--- src/rtl/pipelined_cla_adder.sv ---
// Pipelined N-bit carry-lookahead add/subtract, one SEG-bit segment per stage.
// Define CLA_OVF_EN to add the registered signed-overflow output ovf.
module pipelined_cla_adder #(
    parameter int N   = 32,
    parameter int SEG = 8
) (
    input  logic         clk,
    input  logic         rst_n,
    input  logic         in_valid,
    output logic         in_ready,
    input  logic [N-1:0] a,
    input  logic [N-1:0] b,
    input  logic         cin,
    input  logic         sub,
    output logic         out_valid,
    input  logic         out_ready,
    output logic [N-1:0] s,
`ifdef CLA_OVF_EN
    output logic         ovf,
`endif
    output logic         cout
);
    localparam int STAGES = N / SEG;

    if (N % SEG != 0) begin : g_bad_cfg
        $error("N must be a multiple of SEG");
    end

    // returns {carry into msb, carry out, sum}
    function automatic logic [SEG+1:0] cla_seg(
        input logic [SEG-1:0] x,
        input logic [SEG-1:0] y,
        input logic           ci
    );
        logic [SEG-1:0] p;
        logic [SEG-1:0] g;
        logic [SEG:0]   c;
        logic           t;
        logic           pp;
        p    = x ^ y;
        g    = x & y;
        c    = '0;
        c[0] = ci;
        for (int i = 0; i < SEG; i++) begin
            t  = 1'b0;
            pp = 1'b1;
            for (int j = i; j >= 0; j--) begin
                t  = t | (pp & g[j]);
                pp = pp & p[j];
            end
            c[i+1] = t | (pp & ci);
        end
        return {c[SEG-1], c[SEG], p ^ c[SEG-1:0]};
    endfunction

    logic [N-1:0]   a_q [STAGES];
    logic [N-1:0]   b_q [STAGES];
    logic [N-1:0]   s_q [STAGES];
    logic           c_q [STAGES];
    logic           v_q [STAGES];
    logic [SEG+1:0] seg [STAGES];
    logic [N-1:0]   b_eff;
    logic           c0;
    logic           adv;

    assign b_eff    = sub ? ~b : b;
    assign c0       = sub | cin;
    assign adv      = !v_q[STAGES-1] | out_ready;
    assign in_ready = adv;

    // stage k sees its operand segment after k skew registers
    for (genvar k = 0; k < STAGES; k++) begin : g_seg
        if (k == 0) begin : g_first
            assign seg[k] = cla_seg(a[SEG-1:0], b_eff[SEG-1:0], c0);
        end else begin : g_rest
            assign seg[k] = cla_seg(a_q[k-1][k*SEG +: SEG],
                                    b_q[k-1][k*SEG +: SEG],
                                    c_q[k-1]);
        end
    end

`ifdef CLA_OVF_EN
    logic ovf_q;
`endif

    always_ff @(posedge clk) begin
        if (!rst_n) begin
            for (int k = 0; k < STAGES; k++) begin
                v_q[k] <= 1'b0;
                c_q[k] <= 1'b0;
                a_q[k] <= '0;
                b_q[k] <= '0;
                s_q[k] <= '0;
            end
`ifdef CLA_OVF_EN
            ovf_q <= 1'b0;
`endif
        end else if (adv) begin
            v_q[0] <= in_valid;
            a_q[0] <= a;
            b_q[0] <= b_eff;
            c_q[0] <= seg[0][SEG];
            s_q[0] <= N'(seg[0][SEG-1:0]);
            for (int k = 1; k < STAGES; k++) begin
                v_q[k] <= v_q[k-1];
                a_q[k] <= a_q[k-1];
                b_q[k] <= b_q[k-1];
                c_q[k] <= seg[k][SEG];
                s_q[k] <= s_q[k-1];
                s_q[k][k*SEG +: SEG] <= seg[k][SEG-1:0];
            end
`ifdef CLA_OVF_EN
            ovf_q <= seg[STAGES-1][SEG+1] ^ seg[STAGES-1][SEG];
`endif
        end
    end

    assign out_valid = v_q[STAGES-1];
    assign s         = s_q[STAGES-1];
    assign cout      = c_q[STAGES-1];
`ifdef CLA_OVF_EN
    assign ovf       = ovf_q;
`endif

endmodule
--- config.mk ---
export PLATFORM = sky130hd
export DESIGN_NAME = pipelined_cla_adder
export DESIGN_NICKNAME = d
export VERILOG_FILES = /design/src/rtl/pipelined_cla_adder.sv
export SDC_FILE = /design/constraint.sdc
export NUM_CORES = 1
export LEC_CHECK = 0
export ABC_AREA = 1
export BUFFER_PORTS_ARGS = -buffer_cell sky130_fd_sc_hd__buf_2
export CORE_UTILIZATION = 59
export DETAILED_ROUTE_END_ITERATION = 10
export HOLD_SLACK_MARGIN = 0.15
export MAX_ROUTING_LAYER = met4
export PLACE_DENSITY = 0.8
export SLEW_MARGIN = 20
export SYNTH_ARGS = -nofsm -noshare
export SYNTH_HDL_FRONTEND = slang
export SYNTH_SLANG_ARGS = --single-unit
--- constraint.sdc ---
create_clock -name clk -period 5.4 [get_ports clk]
set_input_delay 0.54 -clock clk [delete_from_list [all_inputs] [get_ports clk]]
set_output_delay 0.54 -clock clk [all_outputs]
set_load 0.05 [all_outputs]
## Word level (Yosys, flattened, before mapping)

Memory sizes are Yosys's and may differ from the RTL's.
Cells that the tools add are included.
W data, S select, Z words.

| word-level totals | value |
|---|---|
| register bits after elaboration | 0 |
| bits in writable memories | 392 |
| input port bits | 70 |
| output and inout bits | 35 |
| logic and storage cells | 472 |
| memories | 5 |

| cells by class | value |
|---|---|
| mux-type cells | 28 |
| bitwise gates (word level) | 438 |
| reduce and logical (&&, ||, !) cells | 1 |

Memory list:

| name | words | bits a word | read ports | clocked after memory_dff | wr ports | line | RTL |
|---|---|---|---|---|---|---|---|
| a_q | 4 | 32 | 3 | 0 | 4 | 56 | `logic [N-1:0] a_q [STAGES];` |
| b_q | 4 | 32 | 3 | 0 | 4 | 57 | `logic [N-1:0] b_q [STAGES];` |
| s_q | 4 | 32 | 4 | 0 | 4 | 58 | `logic [N-1:0] s_q [STAGES];` |
| c_q | 4 | 1 | 4 | 0 | 4 | 59 | `logic c_q [STAGES];` |
| v_q | 4 | 1 | 4 | 0 | 4 | 60 | `logic v_q [STAGES];` |

Operators by type and width:

| operator | number |
|---|---|
| $mux W32 | 13 |
| $and A1 B1 Y1 | 256 |
| $or A1 B1 Y1 | 169 |
| $xor A8 B8 Y8 | 8 |
| $and A8 B8 Y8 | 4 |
| $not A32 Y32 | 1 |
| $mux W8 | 3 |
| $mux W1 | 12 |
| $logic_not A1 Y1 | 1 |

## Depth between registers and ports, before layout

| depth | value |
|---|---|
| word-level depth | 13 |
| mapped depth | 15 |
| depth with buffers taken out | 14 |

## Least setup slack after synthesis

OpenSTA, ideal clock, no wires.

| timing | value |
|---|---|
| kind | flip-flop to flip-flop |
| start | memory v_q[3] |
| end | memory a_q[0][10] (enable) |
| setup time | 0.532 ns |
| data arrival time | 4.570 ns |
| data required time | 4.868 ns |
| setup slack | 0.298 ns |
| cell stages (with the launch flop) | 4 |
| path buffers | 0 |
| period minus slack after synthesis | 5.102 ns |
| path through | edfxtp_1 -> nand2_2 -> nor2_1 -> inv_1 |

RTL lines:

| what | line |
|---|---|
| start, declared | 60 |
| end, declared | 56 |

==> results.md <==
* Setup TNS at 0 ns
* Startpoint of the worst hold path: in_valid
* Fin. Hold Viols at 0
* CTS Hold Buffers Added at 0
* CTS Buf Count at 17
* # fillers at 1112
* Multi-input logic area at 0.002416 mm^2
* Post-synth ARST share at 0%
* RSZ-0062 raised after global routing: no
* Post-Syn Nets at 968
* Max rail drop VDD at 0.2420 mV
* Period utilisation layout at 42.67%
* Iteration-0 DRC Markers at 371
* CTS Root Cell: clkbuf_16
* Yosys reg bits at 184
* Hold WS at 0.3311 ns
* Routed wire length at 13.52 mm
* Max-cap check violation count at 0
* CP required at 5.58 ns
* IO Port Bufs at 104
* Least-Margin Pin Slew at 0.8925 ns
* Distinct cells, synth at 35
* Final cell count without fillers at 1131
* Area grow syn2layout at 10.61%
* Setup crit end kind: flip-flop
* Lkg Pwr at 4.602 nW
* Hold endpoint: v_q[0]
* Clock-pin slew on the worst setup and hold paths at 0.06 ns
* Detailed placer's ending HPWL at 8.991 mm
* Mapped Avg Cell Area at 10.30 um^2
* Vias in the first global route at 5023
* Die area at 0.01555 mm^2
* Tmin final at 2.304 ns
* Share of layout cells above drive strength 1 at 16.49%
* Post-DRT Antenna Nets at 0
* R2R setup slack at 3.11 ns
* WP data arrival at 2.49 ns
* R2R Path End: s_q[0][46]
* CTS Sinks at 184
* Top Ports at 105
* Nets@finish at 1040
* Post-Syn Instances at 862
* First-pass GRT wire length at 22.80 mm
* Commonest non-fill, non-tap cell in the layout: nor2_1
* Placed Cells at 1099
* Max-slew violation count at 0
* Overall global routing resource usage at 19.38%
* Register area share after synthesis at 61.53%
* Number of synthesized flops with an enable pin at 178
* Die width at 124.7 um
* Synth Cell Area at 0.008882 mm^2
* Total gr overflow at 0
* Placed cell area at 0.009309 mm^2
* F_max at 0.4340 GHz
* Reg area at 0.005465 mm^2
* Skew-Pair Late Insertion Delay at 0.43 ns
* GP Congestion at 0.8414
* Clk_skew at 0.007236 ns
* Initial antenna violation count at 0
* Worst min path class: primary input to flip-flop
* R2R depth at 6
* Commonest cells after routing, fill and taps aside: nor2_1, edfxtp_1, inv_1
* Wire per inst at 11.96 um
* Post-CTS sizing at 0
* DR vias/cell at 4.777
* CTS max path bufs at 2
* Crit Path Category: primary input to flip-flop
* CP Launch Type: primary input
* Largest net degree at the start of global routing at 92
* Design Area, Final at 0.009824 mm^2
* Pwr dens at 320.8 mW/mm^2
* Row Count at 44
* CP Max Fanout at 17
* Final cell utilization of the core at 67.34%
* Endpoints failing setup at 0
* Outcome: finished, final reports clean
* DRC Markers at 0
* Worst hold stages at 3
* Die height at 124.7 um
* Postcts setup bufs at 0
* Relative slew slack at 40.50%
* Clock tree from TritonCTS: yes
* Initial Utilization at 60.88%
* Via count at 5403
* H-Tree Depth at 4
* Total number of yosys warnings at 0
* Post-synth top flop: edfxtp_1
* Core area at 0.01459 mm^2
* Worst r2r src: v_q[3]
* Drt first pass iters at 4
==> synth_stat cells (all sizes together) (2+ instances only) <==
cell type  instances  area, um^2
buf               51       349.1
nor2             201       767.0
xnor2             28       245.2
o21ai             14       77.57
ha                32       400.4
xor2               8       70.07
and3               2       12.51
dfxtp              6       120.1
nor3               3       15.01
fa                 4       80.08
a21o               2       15.01
nand3b             2       15.01
a21oi             23       115.1
nand2             99       401.6
o21bai             2       15.01
nand3             22       115.1
nand4              3       18.77
inv              171       641.9
edfxtp           178        5345
o22ai              2       12.51
clkbuf             4       15.01
==> metrics by stage <==
| step | power (mW) | setup slack [ns] |
|---|---|---|
| floorplan | 2.021 | 0.2979 |
| global placement | 2.082 | 2.701 |
| detailed placement | 2.095 | 2.650 |
| CTS | 3.167 | 3.071 |
| global route | 3.281 | 2.867 |
| finish | 3.152 | 3.096 |
==> per-layer routing <==
layer	part of all wire, %	global-route usage, %
met4	1.4	7.796
met5	0	-
met1	44	23.56
met3	3.9	4.253
met2	50	31.56
==> worst max-delay path, cell delays in order <==
cell and delay, ns:
buf_2 0.41, buf_4 0.38, xor2_1 0.18, ha_1 0.28
nand2_1 0.10, nor2_1 0.05, nor2_1 0.15, nand2_2 0.08
nand2_2 0.06, nand2_1 0.07, nor2_1 0.12, nor2_2 0.05
==> where the power goes <==
part / leakage [nW] / internal, mW / switching [mW]
sequential: 2.16 / 1.67 / 0.0308
clock: 0.244 / 0.582 / 0.506
combinational: 2.19 / 0.127 / 0.232
==> flip-flops by register name, indices dropped and copies added (netlist names) <==
name	flops
a_q	48
b_q	48
c_q	4
s_q	80
v_q	4
==> how the worst max path moves through the flow <==
stage | startpoint | to | cells after the start
floorplan | v_q[3] | a_q[0][10] | 3
global placement | sub | s_q[0][7] | 12
detailed placement | sub | s_q[0][7] | 12
CTS | v_q[3] | b_q[0][23] | 4
global route | v_q[3] | s_q[0][46] | 6
finish | sub | s_q[0][7] | 12
==> kinds of logic after synthesis <==
logic type / synth area share (%)
AND/OR/NAND/NOR: 15.30
flip-flops: 61.53
XOR/XNOR: 3.550
buffers and inverters: 11.33
AO/OA/AOI/OAI: 2.888
adder cells (fa/ha/maj): 5.409
==> area by class of cell <==
class,count,area share [%]
Sequential cell,184,55.63
Clock inverter,12,0.8151
Inverter,171,6.584
Tap cell,184,2.343
Timing Repair Buffer,108,5.604
Clock buffer,19,4.407
Multi-Input combinational cell,452,24.59
Antenna cell,1,0.02547
Note: power is estimated with default switching activity, not from simulation.
